`src/rtl/decimal_decode_pkg.sv`:
```
// Shared definitions for the decimal decode arbiter slice.
// Latency: none (types, constants and a pure helper function only).
// Backpressure: not applicable.
package decimal_decode_pkg;

  // Width of a requester's binary code.
  localparam int CODE_W     = 4;
  // Width of the one-hot decimal result (digits 0..9).
  localparam int ONEHOT_W   = 10;
  // Largest code that maps to a decimal digit; anything above is an error code.
  localparam int MAX_DIGIT  = 9;
  // Hold counter width, large enough to count the longest 255-cycle window.
  localparam int HOLD_CNT_W = 8;

  // Arbiter FSM: wait for a request, decode the captured code, hold the result.
  typedef enum logic [1:0] {
    ST_IDLE   = 2'b00,
    ST_DECODE = 2'b01,
    ST_HOLD   = 2'b10
  } state_t;

  // True when the code names a decimal digit (0..9).
  function automatic logic code_is_digit(input logic [CODE_W-1:0] code);
    return (int'(code) <= MAX_DIGIT);
  endfunction

endpackage

```
`src/rtl/Binary_to_Decimal_Convert.sv`:
```
// 4-bit binary code to 10-bit one-hot decimal digit decoder; codes 10..15 give all zeros.
// Latency: combinational, 0 cycles.
// Backpressure: none; output follows the input code continuously.
module Binary_to_Decimal_Convert
  import decimal_decode_pkg::*;
(
  input  logic [CODE_W-1:0]   i_code,
  output logic [ONEHOT_W-1:0] o_onehot
);

  // Set bit n when the code equals n; out-of-range codes match no bit.
  always_comb begin
    o_onehot = '0;
    for (int n = 0; n < ONEHOT_W; n++) begin
      if (int'(i_code) == n) begin
        o_onehot[n] = 1'b1;
      end
    end
  end

endmodule

```
`src/rtl/decimal_decode_arbiter.sv`:
```
// Two-requester round-robin arbiter that captures a 4-bit code and presents its one-hot decimal decode.
// Latency: req sampled at edge N -> gnt in cycle N+1, out_valid from cycle N+2 for HOLD_CYCLES cycles.
// Backpressure: requesters hold req until gnt; requests seen during DECODE/HOLD simply wait for IDLE.
module decimal_decode_arbiter
  import decimal_decode_pkg::*;
#(
  parameter int HOLD_CYCLES = 4
)
(
  input  logic                clk,
  input  logic                rst,
  input  logic                req0,
  input  logic [CODE_W-1:0]   code0,
  input  logic                req1,
  input  logic [CODE_W-1:0]   code1,
  output logic                gnt0,
  output logic                gnt1,
  output logic [ONEHOT_W-1:0] decimal,
  output logic                out_valid,
  output logic                out_owner,
  output logic                err
);

  // The counter is loaded with HOLD_CYCLES-1 on entering HOLD and the window
  // ends on the cycle it reads zero, giving exactly HOLD_CYCLES valid cycles.
  localparam logic [HOLD_CNT_W-1:0] HOLD_LOAD = HOLD_CNT_W'(HOLD_CYCLES - 1);

  state_t                r_state;
  logic                  r_ptr;        // round-robin pointer: requester preferred on a tie
  logic [CODE_W-1:0]     r_code;       // code captured at grant, feeds the decoder
  logic                  r_owner;      // requester captured at grant
  logic                  r_gnt0;
  logic                  r_gnt1;
  logic [ONEHOT_W-1:0]   r_decimal;
  logic                  r_valid;
  logic                  r_out_owner;
  logic                  r_err;
  logic [HOLD_CNT_W-1:0] r_cnt;

  logic                  w_any_req;
  logic                  w_sel;
  logic [CODE_W-1:0]     w_sel_code;
  logic [ONEHOT_W-1:0]   w_onehot;
  logic                  w_code_err;

  assign w_any_req  = req0 | req1;
  assign w_sel_code = w_sel ? code1 : code0;
  assign w_code_err = ~code_is_digit(r_code);

  // Pick the requester to serve: the only one asking, or the pointer's choice on a tie.
  always_comb begin
    w_sel = 1'b0;
    if (req0 && req1) begin
      w_sel = r_ptr;
    end else if (req1) begin
      w_sel = 1'b1;
    end
  end

  Binary_to_Decimal_Convert u_b2d (
    .i_code   (r_code),
    .o_onehot (w_onehot)
  );

  // Arbiter FSM with hold counter and registered outputs; reset clears everything at once.
  always_ff @(posedge clk or posedge rst) begin
    if (rst) begin
      r_state     <= ST_IDLE;
      r_ptr       <= 1'b0;
      r_code      <= '0;
      r_owner     <= 1'b0;
      r_gnt0      <= 1'b0;
      r_gnt1      <= 1'b0;
      r_decimal   <= '0;
      r_valid     <= 1'b0;
      r_out_owner <= 1'b0;
      r_err       <= 1'b0;
      r_cnt       <= '0;
    end else begin
      // Grants are single-cycle pulses unless re-armed below.
      r_gnt0 <= 1'b0;
      r_gnt1 <= 1'b0;
      case (r_state)
        ST_IDLE: begin
          if (w_any_req) begin
            r_code  <= w_sel_code;
            r_owner <= w_sel;
            r_gnt0  <= ~w_sel;
            r_gnt1  <= w_sel;
            // The loser of this grant is preferred next time.
            r_ptr   <= ~w_sel;
            r_state <= ST_DECODE;
          end
        end
        ST_DECODE: begin
          r_decimal   <= w_onehot;
          r_err       <= w_code_err;
          r_out_owner <= r_owner;
          r_valid     <= 1'b1;
          r_cnt       <= HOLD_LOAD;
          r_state     <= ST_HOLD;
        end
        ST_HOLD: begin
          if (r_cnt == '0) begin
            r_valid     <= 1'b0;
            r_decimal   <= '0;
            r_err       <= 1'b0;
            r_out_owner <= 1'b0;
            r_state     <= ST_IDLE;
          end else begin
            r_cnt <= r_cnt - 1'b1;
          end
        end
        default: begin
          r_state <= ST_IDLE;
        end
      endcase
    end
  end

  assign gnt0      = r_gnt0;
  assign gnt1      = r_gnt1;
  assign decimal   = r_decimal;
  assign out_valid = r_valid;
  assign out_owner = r_out_owner;
  assign err       = r_err;

  // Only one requester may ever be granted in a cycle.
  a_gnt_exclusive: assert property (@(posedge clk) disable iff (rst) !(gnt0 && gnt1));

  // A valid result is only ever presented from the HOLD state.
  a_valid_in_hold: assert property (@(posedge clk) disable iff (rst) out_valid |-> (r_state == ST_HOLD));

endmodule
```
`config.mk`:
```
export PLATFORM = sky130hd
export DESIGN_NAME = decimal_decode_arbiter
export DESIGN_NICKNAME = d
export VERILOG_FILES = /design/src/rtl/decimal_decode_pkg.sv /design/src/rtl/Binary_to_Decimal_Convert.sv /design/src/rtl/decimal_decode_arbiter.sv
export SDC_FILE = /design/constraint.sdc
export NUM_CORES = 1
export LEC_CHECK = 0
export BUFFER_PORTS_ARGS = -buffer_cell sky130_fd_sc_hd__buf_2
export CORE_ASPECT_RATIO = 1.5
export CORE_MARGIN = 2
export CORE_UTILIZATION = 58
export DETAILED_ROUTE_END_ITERATION = 10
export PLACE_DENSITY_LB_ADDON = 0.15
export SYNTH_ARGS = -nofsm -noshare
export SYNTH_HDL_FRONTEND = slang
export SYNTH_SLANG_ARGS = --single-unit
```
`constraint.sdc`:
```
create_clock -name clk -period 3.4 [get_ports clk]
set_input_delay 0.34 -clock clk [delete_from_list [all_inputs] [get_ports clk]]
set_output_delay 0.34 -clock clk [all_outputs]
set_load 0.1 [all_outputs]
```
==> flow_summary_export.csv, run 1 <==
group,metric,value,unit
global_route,grt_pass1_wl,5181,um
synth,synth_edf_count,0,
critical_path,reg2reg_depth,6,
die,die_h,65.30,um
critical_path,worstPathMaxFanout,10,
sta,finalWorstSetupSlack,1.398,ns
synth,synth_flop_cell,"dfrtp_1",
global_route,grt-ovfl-total,0,
clock_network,htreeDepth,2,
clock_network,clk_pin_slew,0.09,ns
cells_and_area,fill_cells,199,
sta,max_freq,499.6,MHz
die,core-area,2422,um^2
critical_path,crit_end,"decimal[0]",
clock_network,cts-root-buf,"clkbuf_4",
critical_path,r2r_setup_slack,1.40,ns
drt,num_vias,1165,
die,die_w,44.86,um
cells_and_area,antenna_cells,0,
place,numPortBuffers,26,
critical_path,worst_ep_arrival_time,2.21,ns
cells_and_area,fin_nets,182,
drt,ant_nets,0,
synth,synth_async_sr_flop_share,100.0,%
synth,ys_seq_area_share,53.40,%
clock_network,cts_tree,"built",
clock_network,clk_latency,0.33,ns
drt,routed_via_density,6.005,
job,drv_cap,0,
cells_and_area,area_growth,14.21,%
global_route,grt_max_degree,32,
sta,finalCritPeriodShare,58.87,%
die,start_util,59.97,%
critical_path,worstPathRequired,3.61,ns
critical_path,crit_start,"r_cnt[0]",
sta,rsz0062_at_grt,"false",
sta,hold_viol,0,
cells_and_area,drive_gt1_share,22.35,%
critical_path,critPathLaunchType,"flip-flop",
synth,synth_adder_area_share,0.8613,%
place,dp_slack,1.407,ns
synth,synth_top_family_by_area,"compound AO/OA/AOI/OAI gates",
synth,synth_mux_area_share,3.445,%
place,placed_area,1590,um^2
synth,synth_cell_types,36,
critical_path,reg2reg_to,"decimal[0]",
global_route,antenna_found_initial,0,
die,die_area,2929,um^2
place,gp_congestion,0.8243,
sta,finalClockSkew,0.01015,ns
synth,syn_inst,142,
sta,slew_headroom,23.40,%
die,row_count,22,
critical_path,critPathKind,"flip-flop to flip-flop",
die,boundaryPins,27,
synth,postSynthAreaPerCell,10.23,um^2
outcome,outcome,"finished clean",
global_route,grt_pass1_vias,1239,
sta,final-setup-viol-count,0,
synth,syn_nets,155,
critical_path,crit_path_end_kind,"flip-flop",
place,hpwl,2149,um
clock_network,cts_buffers,5,
clock_network,post_cts_buffers,0,
drt,firstDrtPassIters,4,
clock_network,cts_resized,0,
synth,synth-compound-area-share,19.21,%
sta,tightestPinTransition,1.148,ns
synth,syn-cell-area,1453,um^2
sta,layout_min_cycle_time,2.002,ns
clock_network,clk_path_buf_depth,2,
critical_path,rr_startpoint,"r_cnt[0]",
drt,drt-initial-drc-count,30,
clock_network,postCtsHoldBufs,0,
cells_and_area,fin_area,1659,um^2
synth,ys_ff_latch,31,
worst_hold_path,hold_path_class,"input pin to async pin",
sta,setup_tns,0,ns
sta,final_max_slew_viol_count,0,
drt,remaining_drc_errors,0,
synth,yosys.area_share.simple,18.60,%
synth,synth_xor_area_share,0.6029,%
synth,yosys_warnings,0,
global_route,grt_usage,24.14,%
drt,routed_wl,2912,um
clock_network,cts_sinks,31,
drt,route.detailed.wl_per_inst,15.01,um
==> cell usage in the layout (no fill, tap or decap), drive strengths merged, types with 2 or more instances in the layout <==
cell	netlist	routed
nand3b	2	2
clkbuf	6	8
nor2	16	16
a211oi	4	4
dfrtp	31	31
nor2b	2	2
buf	0	26
nand2	14	14
nor4	5	5
o22a	2	2
a32o	4	4
o21ai	12	12
inv	9	9
nor3b	2	2
or4	2	2
or3	2	2
o22ai	2	2
a21oi	4	4
o2bb2ai	6	6
mux2i	5	5
==> cell usage after synthesis (all sizes together), types with 4 or more instances <==
library cell	count	area [um^2]
dfrtp	31	775.7
nor2	16	62.56
nand2	14	52.55
o21ai	12	60.05
inv	9	33.78
clkbuf	6	22.52
o2bb2ai	6	52.55
mux2i	5	50.05
nor4	5	46.29
a211oi	4	30.03
a21oi	4	20.02
a32o	4	40.04
==> kinds of logic (layout without fill, tap and decap cells) <==
group	Yosys count	in the layout
xor gates and xnor gates	1	1
and+or+nand+nor	49	49
buffers and inverters	15	43
muxes	5	5
AOI/OAI and AO/OA	40	40
adders and majority gates	1	1
DFF	31	31
==> worst max-delay path, cell delays in order, from the launching register on <==
cell	delay, ns
dfrtp_1	0.41
inv_1	0.11
ha_1	0.21
or3b_4	0.44
nor4_4	0.31
nor2_2	0.17
a32o_1	0.25
==> registers in the layout (all words and copies together), names as in the netlist <==
register,count
decimal,10
err,1
gnt0,1
gnt1,1
out_owner,1
out_valid,1
r_cnt,8
r_code,4
r_owner,1
r_ptr,1
r_state,2
==> per-layer routing <==
| metal | share of wire, % | GRT usage [%] |
|---|---|---|
| met5 | 0 | 0 |
| met4 | 2.3 | 12.50 |
| met3 | 4.4 | 5.769 |
| met2 | 55 | 42.21 |
| met1 | 38 | 25.93 |
==> stage by stage <==
stage                     std cells  hold slack (ns)  util [%]
final                           194           0.2990     68.49
after global routing            194           0.3220     68.49
after CTS                       194           0.2916     68.49
after detailed placement        186           0.4727     65.65
after global placement          186           0.4735     65.65
after floorplan                 142           0.4435         -
==> how the worst min path moves through the flow <==
stage	start	end	slack, ns	cells after the start
2_1_floorplan	rst	decimal[0]	0.44	1
3_3_place_gp	decimal[8]	decimal[8]	0.47	1
3_5_place_dp	decimal[6]	decimal[6]	0.47	1
4_1_cts	code1[3]	r_code[3]	0.29	3
5_1_grt	code1[0]	r_code[0]	0.32	3
6_report	rst	r_cnt[1]	0.30	2
==> area by class of cell <==
cell class	instances	area [um^2]	area share [%]
flip-flops and latches	31	775.7	46.76
multi-input cells	96	620.6	37.41
clock buffers	8	68.82	4.148
repair buffers	26	130.1	7.843
well taps	24	30.03	1.810
inverters	9	33.78	2.036
Power of run 1 is not shown: default switching activity piles up to over one toggle a cycle in this logic, so the estimate is an artifact.
==> inputs of run 2 (changes only) <==
--- a/config.mk
+++ b/config.mk
@@ -8,7 +8,7 @@
 export BUFFER_PORTS_ARGS = -buffer_cell sky130_fd_sc_hd__buf_2
 export CORE_ASPECT_RATIO = 1.5
 export CORE_MARGIN = 2
-export CORE_UTILIZATION = 58
+export CORE_UTILIZATION = 54
 export DETAILED_ROUTE_END_ITERATION = 10
 export PLACE_DENSITY_LB_ADDON = 0.15
 export SYNTH_ARGS = -nofsm -noshare
==> constraint.sdc (replaced) <==
create_clock -name clk -period 2.1 [get_ports clk]
set_input_delay 0.21 -clock clk [delete_from_list [all_inputs] [get_ports clk]]
set_output_delay 0.21 -clock clk [all_outputs]
set_load 0.1 [all_outputs]
==> flow_summary_export.csv, run 2 (synthesis results as in run 1) <==
group,metric,value,unit
job,drv_cap,0,
sta,whs,0.2188,ns
clock_network,cts_tree,"built",
drt,route.detailed.wl_per_inst,13.45,um
clock_network,clk_latency,0.28,ns
drt,ant_nets,0,
sta,final-setup-viol-count,0,
clock_network,cts_buffers,5,
critical_path,worstPathRequired,2.30,ns
cells_and_area,final_cell_mix,"dfrtp_1 (31), buf_2 (26), nor2_1 (15), nand2_1 (14), o21ai_0 (11)",
sta,slew_headroom,34.31,%
sta,finalClockSkew,0.005245,ns
critical_path,crit_slowest_cell,"or3b_4",
critical_path,worstPathMaxFanout,5,
sta,layout_min_cycle_time,1.979,ns
global_route,grt_max_degree,32,
sta,max_freq,505.3,MHz
place,hpwl,2121,um
drt,num_vias,1180,
critical_path,critPathKind,"flip-flop to flip-flop",
critical_path,crit_path_end_kind,"flip-flop",
place,gp_congestion,0.8092,
place,numPortBuffers,26,
worst_hold_path,hold_path_class,"input pin to flip-flop",
die,die_h,67.52,um
clock_network,clk_path_buf_depth,2,
die,die_area,3130,um^2
drt,routed_wl,2839,um
global_route,grt_pass1_vias,1183,
die,core-area,2619,um^2
global_route,grt-ovfl-total,0,
sta,setup_tns,0,ns
clock_network,cts-root-buf,"clkbuf_8",
cells_and_area,drive_gt1_share,24.14,%
die,row_count,23,
sta,rsz0062_at_grt,"false",
global_route,grt_usage,23.16,%
sta,finalCritPeriodShare,94.24,%
clock_network,htreeDepth,2,
clock_network,cts_sinks,31,
die,boundaryPins,27,
die,die_w,46.35,um
drt,drt-initial-drc-count,20,
critical_path,max_stage_delay,0.43,ns
cells_and_area,area_growth,19.38,%
drt,remaining_drc_errors,0,
critical_path,crit_chain,"inv_1 > ha_1 > or3b_4 > or3_4 > o31a_1 > o22ai_1",
cells_and_area,antenna_cells,0,
critical_path,critPathLaunchType,"flip-flop",
drt,firstDrtPassIters,4,
sta,tightestPinTransition,0.9751,ns
cells_and_area,fin_nets,187,
global_route,grt_pass1_wl,5071,um
outcome,outcome,"finished clean",
sta,hold_viol,0,
clock_network,clk_pin_slew,0.06,ns
critical_path,worst_ep_arrival_time,2.18,ns
cells_and_area,largest_reg_flops,10,
sta,final_max_slew_viol_count,0,
die,start_util,55.47,%
global_route,antenna_found_initial,0,
drt,routed_via_density,5.592,
cells_and_area,layout_commonest_cell,"dfrtp_1",
-- run 2: cell types whose count changed in the layout (fill, tap and decap cells not counted) --
cell,previous run,this run
dlygate4sd3_1,0,1
buf_4,0,4
clkbuf_1,1,0
clkbuf_8,2,6
clkbuf_4,5,0
clkinv_2,0,1
-- run 2: layout make-up --
class | count | area [um^2]
inverters | 9 | 33.78
multi-input cells | 96 | 620.6
repair buffers | 31 | 170.2
fillers | 218 | 884.6
clock inverters | 1 | 5.005
clock buffers | 6 | 82.58
well taps | 37 | 46.29
flip-flops and latches | 31 | 775.7
-- run 2: layer usage --
| layer | vias up | share of wire [%] | wire (um) | track usage [%] |
|---|---|---|---|---|
| li1 | 570 | - | - | - |
| met1 | 562 | 40 | 1137 | 25.70 |
| met2 | 39 | 52 | 1488 | 37.15 |
| met3 | 9 | 4.7 | 134 | 6.952 |
| met4 | 0 | 2.7 | 78 | 15.00 |
| met5 | - | 0 | 0 | 0 |
-- run 2: worst paths after layout --
check	cells past startpoint	slack, ns	to	start
max reg2reg	6	0.12	r_cnt[6]	r_cnt[0]
min	3	0.22	r_code[2]	code1[2]
min reg2reg	1	0.48	r_owner	r_owner
max	6	0.12	r_cnt[6]	r_cnt[0]
min in group asynchronous	4	0.55	r_cnt[2]	rst
max in group asynchronous	4	1.27	decimal[7]	rst
-- run 2: through the flow --
step	util (%)	area [um^2]	setup slack, ns	cells
2_1_floorplan	-	1453	0.2491	142
3_3_place_gp	62.49	1637	0.1945	203
3_5_place_dp	62.49	1637	0.1392	203
4_1_cts	66.22	1734	0.1264	211
5_1_grt	66.22	1734	0.02666	211
6_report	66.22	1734	0.1209	211
-- run 2: worst max-delay path, delay by kind of cell, from the launching register on --
family / cells / cell delay [ns]
compound gates: 2 / 0.42
fa+ha+maj: 1 / 0.19
simple gates: 2 / 0.78
buf+inv: 1 / 0.10
flops: 1 / 0.40
-- run 2: timing repair --
action | CTS | global route
resized for setup | 0 | 0
setup buffers | 0 | 0
hold endpoints to repair | 6 | 0
setup endpoints to repair | 0 | 4
hold buffers | 1 | 0
Power of run 2 is left out for the same reason.
==> inputs of run 3 (changes only) <==
--- a/config.mk
+++ b/config.mk
@@ -5,10 +5,12 @@
 export SDC_FILE = /design/constraint.sdc
 export NUM_CORES = 1
 export LEC_CHECK = 0
-export BUFFER_PORTS_ARGS = -buffer_cell sky130_fd_sc_hd__buf_2
+export BUFFER_PORTS_ARGS = -buffer_cell sky130_fd_sc_hd__clkbuf_2
+export CELL_PAD_IN_SITES_DETAIL_PLACEMENT = 1
+export CELL_PAD_IN_SITES_GLOBAL_PLACEMENT = 1
 export CORE_ASPECT_RATIO = 1.5
 export CORE_MARGIN = 2
-export CORE_UTILIZATION = 54
+export CORE_UTILIZATION = 42
 export DETAILED_ROUTE_END_ITERATION = 10
 export PLACE_DENSITY_LB_ADDON = 0.15
 export SYNTH_ARGS = -nofsm -noshare
==> flow_summary_export.csv, run 3 (synthesis results as in run 1) <==
group,metric,value,unit
critical_path,crit_path_end_kind,"flip-flop",
die,start_util,43.35,%
critical_path,worst_ep_arrival_time,2.16,ns
drt,routed_wl,3453,um
critical_path,worstPathMaxFanout,5,
sta,tightestPinTransition,0.9857,ns
sta,slew_headroom,33.59,%
drt,routed_via_density,5.535,
place,dp_slack,0.1530,ns
global_route,grt_pass1_vias,1286,
global_route,grt_usage,20.33,%
drt,drt-initial-drc-count,16,
sta,layout_min_cycle_time,1.967,ns
cells_and_area,fin_area,1748,um^2
clock_network,cts_tree,"built",
clock_network,htreeDepth,2,
sta,final-setup-viol-count,0,
die,row_count,26,
sta,setup_tns,0,ns
die,die_w,52.02,um
place,numPortBuffers,26,
drt,firstDrtPassIters,4,
cells_and_area,drive_gt1_share,24.57,%
place,placed_area,1650,um^2
critical_path,max_stage_delay,0.43,ns
critical_path,critPathLaunchType,"flip-flop",
critical_path,crit_slowest_cell,"or3b_4",
cells_and_area,layout_commonest_cell,"dfrtp_1",
global_route,grt_max_degree,32,
die,core-area,3351,um^2
global_route,grt_pass1_wl,6044,um
sta,rsz0062_at_grt,"false",
cells_and_area,final_cell_mix,"dfrtp_1 (31), clkbuf_2 (26), nor2_1 (15), nand2_1 (14), o21ai_0 (11)",
worst_hold_path,hold_path_class,"input pin to flip-flop",
cells_and_area,largest_reg_flops,10,
sta,finalClockSkew,0.004675,ns
clock_network,clk_path_buf_depth,2,
cells_and_area,antenna_cells,0,
drt,num_vias,1201,
job,drv_cap,0,
clock_network,post_cts_buffers,0,
sta,max_freq,508.3,MHz
sta,hold_viol,0,
clock_network,postCtsHoldBufs,1,
clock_network,clk_pin_slew,0.07,ns
cells_and_area,area_growth,20.33,%
critical_path,worstPathRequired,2.30,ns
die,boundaryPins,27,
clock_network,cts_resized,0,
die,die_h,76.03,um
sta,finalWorstSetupSlack,0.1326,ns
outcome,outcome,"finished clean",
drt,ant_nets,0,
place,hpwl,2564,um
global_route,antenna_found_initial,0,
critical_path,critPathKind,"flip-flop to flip-flop",
clock_network,clk_latency,0.28,ns
drt,route.detailed.wl_per_inst,15.91,um
cells_and_area,final_util,52.17,%
sta,final_max_slew_viol_count,0,
sta,finalCritPeriodShare,93.69,%
clock_network,cts-root-buf,"clkbuf_8",
global_route,grt-ovfl-total,0,
drt,remaining_drc_errors,0,
clock_network,cts_buffers,5,
critical_path,crit_chain,"inv_1 > ha_1 > or3b_4 > or3_4 > o31a_1 > o22ai_1",
die,die_area,3955,um^2
cells_and_area,fin_nets,188,
clock_network,cts_sinks,31,
place,gp_congestion,0.8097,
==> run 3: cell count changes in the layout (fill, tap and decap cells not counted) <==
cell,delta
buf_4,+1
buf_2,-26
clkbuf_2,+26
==> run 3: final cells by class <==
| type | count | area, um^2 |
|---|---|---|
| Fill cell | 397 | 1603 |
| Sequential cell | 31 | 775.7 |
| Multi-Input combinational cell | 96 | 620.6 |
| Timing Repair Buffer | 32 | 177.7 |
| Clock buffer | 6 | 82.58 |
| Tap cell | 42 | 52.55 |
| Inverter | 9 | 33.78 |
| Clock inverter | 1 | 5.005 |
==> run 3: final timing paths <==
kind | from | endpoint | slack [ns] | cells past startpoint
min reg2reg | decimal[4] | decimal[4] | 0.49 | 1
max | r_cnt[0] | r_cnt[6] | 0.13 | 6
max in group asynchronous | rst | r_cnt[6] | 1.27 | 4
max reg2reg | r_cnt[0] | r_cnt[6] | 0.13 | 6
min in group asynchronous | rst | r_cnt[4] | 0.55 | 4
min | code1[0] | r_code[0] | 0.22 | 3
==> run 3: routing by layer <==
metal / up-vias / global-route usage, % / wire length [um]
met3: 5 / 4.118 / 86
li1: 577 / - / -
met2: 18 / 34.81 / 1912
met4: 0 / 7.895 / 52
met5: - / 0 / 0
met1: 601 / 24.12 / 1402
==> run 3: worst max-delay path, delay by kind of cell (launching register included) <==
family / cells / cell delay, ns
DFF: 1 / 0.41
buffers and inverters: 1 / 0.10
and+or+nand+nor: 2 / 0.78
adders and majority gates: 1 / 0.20
AOI/OAI and AO/OA: 2 / 0.41
==> run 3: through the flow <==
step | hold slack [ns] | std cells
after global placement | 0.2843 | 209
after CTS | 0.2191 | 217
after detailed placement | 0.2971 | 209
after global routing | 0.2648 | 217
after floorplan | 0.3135 | 142
final | 0.2172 | 217
Power of run 3 is left out for the same reason.
